**config.mk**
```make
export PLATFORM = sky130hd
export DESIGN_NAME = alt_vipvfr130_vfr_buffer_scheduler
export DESIGN_NICKNAME = d
export VERILOG_FILES = /design/src/rtl/alt_vipvfr130_vfr_buffer_scheduler.sv
export SDC_FILE = /design/constraint.sdc
export NUM_CORES = 1
export LEC_CHECK = 0
export CAP_MARGIN = 20
export CORE_UTILIZATION = 51
export CTS_BUF_LIST = sky130_fd_sc_hd__clkbuf_4 sky130_fd_sc_hd__clkbuf_8 sky130_fd_sc_hd__clkbuf_16
export DETAILED_ROUTE_END_ITERATION = 8
export PLACE_DENSITY = 0.95
export SYNTH_ARGS = -nofsm -noshare
export SYNTH_HDL_FRONTEND = slang
export SYNTH_SLANG_ARGS = --single-unit
```
**constraint.sdc**
```tcl
create_clock -name clock -period 9.1 [get_ports clock]
set_input_delay 1.365 -clock clock [delete_from_list [all_inputs] [get_ports clock]]
set_output_delay 1.365 -clock clock [all_outputs]
set_load 0.05 [all_outputs]
```
**src/rtl/alt_vipvfr130_vfr_buffer_scheduler.sv**
```systemverilog
// Four-buffer frame rotation that programs the VFR slave in place of software.
// Hands free buffers to the writer and commits finished frames on each VFR irq.
module alt_vipvfr130_vfr_buffer_scheduler #(
    parameter int NUM_BUFFERS = 4,
    parameter int IDX_WIDTH   = 2
) (
    input  logic                 clock,
    input  logic                 reset,
    input  logic                 enable,
    input  logic [31:0]          cfg_base_address,
    input  logic [31:0]          cfg_stride,
    input  logic [31:0]          cfg_words,
    input  logic [31:0]          cfg_samples,
    input  logic [15:0]          cfg_width,
    input  logic [15:0]          cfg_height,
    input  logic [3:0]           cfg_interlaced,
    output logic [IDX_WIDTH-1:0] wr_buffer,
    input  logic                 wr_frame_done,
    output logic [IDX_WIDTH-1:0] rd_buffer,
    output logic [4:0]           av_address,
    output logic                 av_write,
    output logic [31:0]          av_writedata,
    input  logic                 av_waitrequest,
    input  logic                 vfr_irq,
    output logic                 busy
);

    typedef enum logic [2:0] {
        S_IDLE, S_PROG, S_SELECT, S_GO,
        S_CLR_IRQ, S_DECIDE, S_WAIT_IRQ, S_STOP
    } state_t;

    state_t               state_q, state_d;
    logic [IDX_WIDTH-1:0] rd_q, rd_d;
    logic [IDX_WIDTH-1:0] prev_rd_q, prev_rd_d;
    logic [IDX_WIDTH-1:0] ready_q, ready_d;
    logic                 ready_v_q, ready_v_d;
    logic [IDX_WIDTH-1:0] target_q, target_d;
    logic [IDX_WIDTH-1:0] wr_buffer_q, wr_buffer_d;
    logic                 bank_q, bank_d;
    logic                 first_q, first_d;
    logic [2:0]           step_q, step_d;
    logic                 av_write_q, av_write_d;
    logic [4:0]           av_address_q, av_address_d;
    logic [31:0]          av_writedata_q, av_writedata_d;

    logic                 wr_done;
    logic                 nb;
    logic [31:0]          buf_addr;
    logic [4:0]           bank_off;
    logic [4:0]           prog_off;
    logic                 iss;
    logic [4:0]           iss_addr;
    logic [31:0]          iss_data;
    logic                 found;

    assign wr_buffer    = wr_buffer_q;
    assign rd_buffer    = rd_q;
    assign av_address   = av_address_q;
    assign av_write     = av_write_q;
    assign av_writedata = av_writedata_q;
    assign busy         = (state_q != S_IDLE);

    assign wr_done  = av_write_q & ~av_waitrequest;
    assign nb       = ~bank_q;
    assign buf_addr = cfg_base_address + cfg_stride * 32'(target_q);
    assign bank_off = nb ? 5'd11 : 5'd4;
    assign prog_off = (step_q >= 3'd3) ? {2'b00, step_q} + 5'd1
                                       : {2'b00, step_q};

    // Sequencer: one slave write per step, buffer bookkeeping, free-buffer pick
    always_comb begin
        state_d        = state_q;
        rd_d           = rd_q;
        prev_rd_d      = prev_rd_q;
        ready_d        = ready_q;
        ready_v_d      = ready_v_q;
        target_d       = target_q;
        bank_d         = bank_q;
        first_d        = first_q;
        step_d         = step_q;
        av_write_d     = av_write_q & av_waitrequest;
        av_address_d   = av_address_q;
        av_writedata_d = av_writedata_q;
        iss            = 1'b0;
        iss_addr       = 5'd0;
        iss_data       = 32'd0;
        wr_buffer_d    = '0;
        found          = 1'b0;

        unique case (state_q)
            S_IDLE: begin
                if (enable) begin
                    state_d  = S_PROG;
                    target_d = ready_v_q ? ready_q : '0;
                    bank_d   = 1'b1;
                    first_d  = 1'b1;
                    step_d   = 3'd0;
                end
            end
            S_PROG: begin
                iss      = 1'b1;
                iss_addr = bank_off + prog_off;
                unique case (step_q)
                    3'd0:    iss_data = buf_addr;
                    3'd1:    iss_data = cfg_words;
                    3'd2:    iss_data = cfg_samples;
                    3'd3:    iss_data = {16'd0, cfg_width};
                    3'd4:    iss_data = {16'd0, cfg_height};
                    default: iss_data = {28'd0, cfg_interlaced};
                endcase
                if (wr_done) begin
                    if (step_q == 3'd5) state_d = S_SELECT;
                    else step_d = step_q + 3'd1;
                end
            end
            S_SELECT: begin
                iss      = 1'b1;
                iss_addr = 5'd3;
                iss_data = 32'(nb);
                if (wr_done) begin
                    bank_d    = nb;
                    prev_rd_d = rd_q;
                    rd_d      = target_q;
                    ready_v_d = 1'b0;
                    if (first_q) state_d = S_GO;
                    else state_d = enable ? S_WAIT_IRQ : S_STOP;
                end
            end
            S_GO: begin
                iss      = 1'b1;
                iss_addr = 5'd0;
                iss_data = 32'h3;
                if (wr_done) begin
                    first_d = 1'b0;
                    state_d = enable ? S_WAIT_IRQ : S_STOP;
                end
            end
            S_WAIT_IRQ: begin
                if (vfr_irq) state_d = S_CLR_IRQ;
                else if (!enable) state_d = S_STOP;
            end
            S_CLR_IRQ: begin
                iss      = 1'b1;
                iss_addr = 5'd2;
                iss_data = 32'h1;
                if (wr_done) state_d = S_DECIDE;
            end
            S_DECIDE: begin
                if (ready_v_q) begin
                    target_d = ready_q;
                    step_d   = 3'd0;
                    state_d  = S_PROG;
                end else begin
                    prev_rd_d = rd_q;
                    state_d   = enable ? S_WAIT_IRQ : S_STOP;
                end
            end
            S_STOP: begin
                iss      = 1'b1;
                iss_addr = 5'd0;
                iss_data = 32'h0;
                if (wr_done) state_d = S_IDLE;
            end
        endcase

        if (iss && !av_write_q) begin
            av_write_d     = 1'b1;
            av_address_d   = iss_addr;
            av_writedata_d = iss_data;
        end

        if (wr_frame_done) begin
            ready_d   = wr_buffer_q;
            ready_v_d = 1'b1;
        end

        for (int i = 0; i < NUM_BUFFERS; i++) begin
            if (!found &&
                IDX_WIDTH'(i) != rd_q &&
                IDX_WIDTH'(i) != prev_rd_q &&
                !(ready_v_q && IDX_WIDTH'(i) == ready_q)) begin
                wr_buffer_d = IDX_WIDTH'(i);
                found       = 1'b1;
            end
        end
    end

    // State and output registers; reset drops any write in flight
    always_ff @(posedge clock or posedge reset) begin
        if (reset) begin
            state_q        <= S_IDLE;
            rd_q           <= '0;
            prev_rd_q      <= '0;
            ready_q        <= '0;
            ready_v_q      <= 1'b0;
            target_q       <= '0;
            wr_buffer_q    <= '0;
            bank_q         <= 1'b1;
            first_q        <= 1'b0;
            step_q         <= 3'd0;
            av_write_q     <= 1'b0;
            av_address_q   <= 5'd0;
            av_writedata_q <= 32'd0;
        end else begin
            state_q        <= state_d;
            rd_q           <= rd_d;
            prev_rd_q      <= prev_rd_d;
            ready_q        <= ready_d;
            ready_v_q      <= ready_v_d;
            target_q       <= target_d;
            wr_buffer_q    <= wr_buffer_d;
            bank_q         <= bank_d;
            first_q        <= first_d;
            step_q         <= step_d;
            av_write_q     <= av_write_d;
            av_address_q   <= av_address_d;
            av_writedata_q <= av_writedata_d;
        end
    end

endmodule

```
==> results <==
- The largest delay contributor family on the critical path is compound AO/OA/AOI/OAI gates.
- The share of the synthesized area in compound gates (AO/OA/AOI/OAI) came to 0.299.
- The critical path contains buffers and inverters numbering 2 combined.
- Clock tree synthesis selected as its root buffer the cell sky130_fd_sc_hd__clkbuf_16.
- The initial antenna violation count came to 0.
- The sum of negative setup slack is 0 ps.
- For this run, the register share of the synthesized area comes to 0.221.
- Using the TritonRoute via totals, the vias-per-cell ratio works out to 5.92.
- The first TritonRoute pass finished after 5 iterations.
- The clock skew after layout is 11.0 ps.
- The half-perimeter wire length after detailed placement is 15900 µm.
- Counting flops with a built-in enable in the synthesized netlist gives 0.
- By instance count, the cell type seen most on the critical path is sky130_fd_sc_hd__fa_1.
- Of the total synthesized cell area, the portion taken by AND, OR, NAND and NOR gates is 0.151.
- The setup check on the worst reg-to-reg path leaves a slack of 5510 ps.
- The detail route stage leaves a number of antenna-violating nets equal to 0.
- Measured along the x axis, the die boundary spans 114 µm.
- The via count of the first global-routing pass is 6843.
- The count of instances resized after the clock tree is built is 0.
- After the first detailed-routing iteration, the DRC count stood at 586.
- Dividing the final minimum period by the clock period gives 0.486.
- The count of pins over their slew limit is 0.
- The number of hold buffers added after cts is 0.
- The count of distinct cell types in the synthesized netlist is 77.
- The post-route non-filler standard cell count is 1166.
- After clock tree synthesis, the clock-pin slew on the worst setup and hold paths is 60 ps.
- The proportion of layout cells with a drive suffix above 1 is 0.0541.
- The signal on the critical path passes through clkdlybuf4s50_1, nand2_1, fa_1, inv_1, ha_1, fa_1, a21o_1, a221o_1, nand3_1, a31oi_2, a21boi_0, xor2_1, o21ai_0.
- Setup repair after global routing left no endpoint under its margin.
- The maximum clock rate is 226 MHz.
- The most heavily used metal layer in global routing is met2.
- The average wire per cell in the routed design is 17.8 µm.
- The flow ran to the end, and the final reports show no timing, DRC or antenna violations.
- The synthesized netlist occupies a cell area of 0.00645 mm².
- When the netlist entered floorplanning its net count stood at 1053.
- Measured against the total synthesized area, the mux share comes to 0.0116.
- In the global route stage, met1 resource usage came out at 0.390.
- The arrival time reported for the critical path endpoint is 4620 ps.
- The longest clock path from root to sink contains 2 buffers.
- The met3 usage is 0.0434.
- Entering global routing, the biggest net connects 58 pins.
- Of the total synthesized cell area, the portion taken by full adders, half adders and majority gates is 0.177.
- The power per cell area is 320 mW/mm².
- The minimum hold slack is 478 ps.
- The required time of the worst setup path is 9300 ps.
- For the worst flop-to-flop path, the logic depth is 13.
- The Yosys warning count is 0.
- The start point of the worst hold path is av_writedata[1].
- The worst register-to-register path begins at target_q[1].
- The endpoint identified for the worst register-to-register timing path is av_writedata[27].
- 0 antenna diodes ended up in the layout.
- Clock latency on the worst-skew pair, taken at its later pin, is 330 ps.
- Buffers inserted during clock tree synthesis total 9.
- The average size of a mapped cell is 7.95 µm².
- sky130_fd_sc_hd__dfrtp_1 takes more of the synthesized area than any other cell.
- The I/O pin total is 213.
- The sink of the worst hold path is av_writedata[1].
- The aggregate global-route resource usage is 0.324.
- The cell area after layout is 0.00897 mm².
- The least setup slack across all paths after layout is 4680 ps.
- After clock tree synthesis, the setup repair step added 0 buffers.
- STA classifies the critical path startpoint as an input pin.
- The final count of negative-setup-slack endpoints is 0.
- The leakage component of the power is 4.02 nW.
- The post-placement setup slack is 4320 ps.
- The worst path needs 4420 ps of the cycle, external delays included.
- The net total in the final layout is 1235.
- The die area is 0.0131 mm².
- The die is 114 µm tall.
- The flip-flop and latch count after synthesis is 57.
- After floorplanning, the core was divided into 40 placement rows.
- Counting tap cells, the placed design contains a total of 1148 instances.
- The number of clock sinks is 57.
- The number of cells on the worst hold path is 2.
- The worst slew margin relative to its limit is 0.363.
- The master of the slowest instance on the critical path is sky130_fd_sc_hd__fa_1.
- The worst hold path belongs to the class flip-flop to flip-flop.
- Among all flip-flop cells after synthesis, the most frequent one is sky130_fd_sc_hd__dfrtp_1.
- Synthesis produced 811 cells.
- The wire length reported by the detailed router is 20800 µm.
- The region available for standard cell placement spans 0.0122 mm².
- The initial utilization of the core area, before any placement, comes to 0.530.
- At the pin with the least slew margin, the transition time is 955 ps.
- The top-area cell type share of the netlist area is 0.217.
- The final hold violation count is 0.
- Counting instances in the post-synthesis netlist gives the leading cell types as sky130_fd_sc_hd__nand2_1, sky130_fd_sc_hd__inv_1, sky130_fd_sc_hd__a21oi_1.
- By area the synthesized netlist is led by sky130_fd_sc_hd__dfrtp_1, sky130_fd_sc_hd__fa_1, sky130_fd_sc_hd__ha_1, sky130_fd_sc_hd__nand2_1, sky130_fd_sc_hd__inv_1.
- The share of flip-flops with an asynchronous set or reset is 1.00.
- The total number of vias is 6907.
- The highest ir drop seen on vdd is 0.156 mV.
- The placed instances occupy a cell area of 0.00861 mm².
- The max-capacitance violation count is 0.
- The first global-routing pass estimated 33400 µm of wire.
- The largest family of logic cells by synthesized area is compound AO/OA/AOI/OAI gates.
- After detailed routing, the number of remaining DRC violations is 0.
- The maximum level of the CTS H-tree is 3.
- The share of the synthesized netlist area taken by xor and xnor gates is 0.0462.
- The count of buffers inserted at the top-level ports is 212.
- The critical path in this run is classified as input pin to flip-flop.
- The critical path endpoint category is a flip-flop.
- The most repeated cell in the gate-level netlist after synthesis is sky130_fd_sc_hd__nand2_1.
- In this run the worst path has a maximum fanout of 5.
- The relative area change from synthesis to final layout is 39.0%.
- The global routing usage on met2 is 0.580.
- The TritonCTS clock tree is done.
- For this run the aggregate overflow at the end of global routing stands at 0.
- The final weighted congestion in routability-driven placement is 0.963.
- The delay of the slowest critical-path stage is 510 ps.
[worst register-to-register path: cells and delay by family (launching register included)]
family / cells / cell delay (ps)
simple gates: 2 / 260
fa+ha+maj: 3 / 1140
compound gates: 5 / 1150
flops: 1 / 470
buf+inv: 2 / 250
xor+xnor: 1 / 190
[state kept, by name, summed over array words and instances, names as in the netlist, 3 cells and up]
register      count
av_writedata     32
av_address        5
step_q            3
state_q           3
[cell families (layout without fill, tap and decap cells)]
| kind of cell | after synthesis | in the layout |
|---|---|---|
| adders and majority gates | 72 | 72 |
| DFF | 57 | 57 |
| buffers and inverters | 153 | 340 |
| xor gates and xnor gates | 34 | 34 |
| AOI/OAI and AO/OA | 276 | 276 |
| muxes | 7 | 7 |
| and+or+nand+nor | 212 | 212 |
[stage by stage]
stage	power (W)	util
finish	0.00287	0.737
floorplan	0.00190	-
global placement	0.00240	0.708
global route	0.00307	0.737
CTS	0.00282	0.733
detailed placement	0.00246	0.708
[cell usage in the layout, fill, tap and decap left out, types with 5 or more instances in the layout]
| cell type | n |
|---|---|
| sky130_fd_sc_hd__clkdlybuf4s50_1 | 212 |
| sky130_fd_sc_hd__nand2_1 | 116 |
| sky130_fd_sc_hd__inv_1 | 103 |
| sky130_fd_sc_hd__a21oi_1 | 67 |
| sky130_fd_sc_hd__dfrtp_1 | 56 |
| sky130_fd_sc_hd__o21ai_0 | 48 |
| sky130_fd_sc_hd__a22oi_1 | 41 |
| sky130_fd_sc_hd__ha_1 | 40 |
| sky130_fd_sc_hd__nor2_1 | 36 |
| sky130_fd_sc_hd__fa_1 | 32 |
| sky130_fd_sc_hd__a21o_1 | 25 |
| sky130_fd_sc_hd__xnor2_1 | 21 |
| sky130_fd_sc_hd__a22o_1 | 17 |
| sky130_fd_sc_hd__xor2_1 | 13 |
| sky130_fd_sc_hd__nand4_1 | 12 |
| sky130_fd_sc_hd__nor3_1 | 11 |
| sky130_fd_sc_hd__a31oi_1 | 9 |
| sky130_fd_sc_hd__clkbuf_16 | 9 |
| sky130_fd_sc_hd__nand3_1 | 8 |
| sky130_fd_sc_hd__a221oi_1 | 8 |
| sky130_fd_sc_hd__o21ai_1 | 5 |
[how the worst max path moves through the flow]
stage | from | to | slack [ps] | cells past startpoint
final | cfg_stride[0] | av_writedata[27] | 4680 | 13
after detailed placement | cfg_stride[0] | av_writedata[27] | 4320 | 13
after global placement | cfg_stride[1] | av_writedata[27] | 4480 | 13
after CTS | cfg_stride[0] | av_writedata[27] | 4650 | 13
after floorplan | cfg_stride[0] | av_writedata[27] | 5200 | 12
after global routing | cfg_stride[0] | av_writedata[27] | 4540 | 13
[layer usage]
| metal | vias to the layer above | share of wire |
|---|---|---|
| met5 | - | 0 |
| met2 | 333 | 0.51 |
| met4 | 0 | 0.029 |
| met3 | 55 | 0.066 |
| met1 | 3306 | 0.40 |
| li1 | 3213 | - |
[where the power goes]
| part | internal (W) | total, W | switching (W) |
|---|---|---|---|
| sequential | 0.000366 | 0.000509 | 0.000143 |
| combinational | 0.000775 | 0.00201 | 0.00123 |
| clock | 0.000214 | 0.000348 | 0.000134 |
[cell type report]
class                      instances  area (µm²)
clock inverter                     7        78.8
inverter                         106         398
tap                              168         210
clock buffer                       9         225
fill                             907        3190
timing repair buffer             218        2210
sequential                        57        1430
multi-input combinational        601        4420
Power figures use the tool's default switching activity.
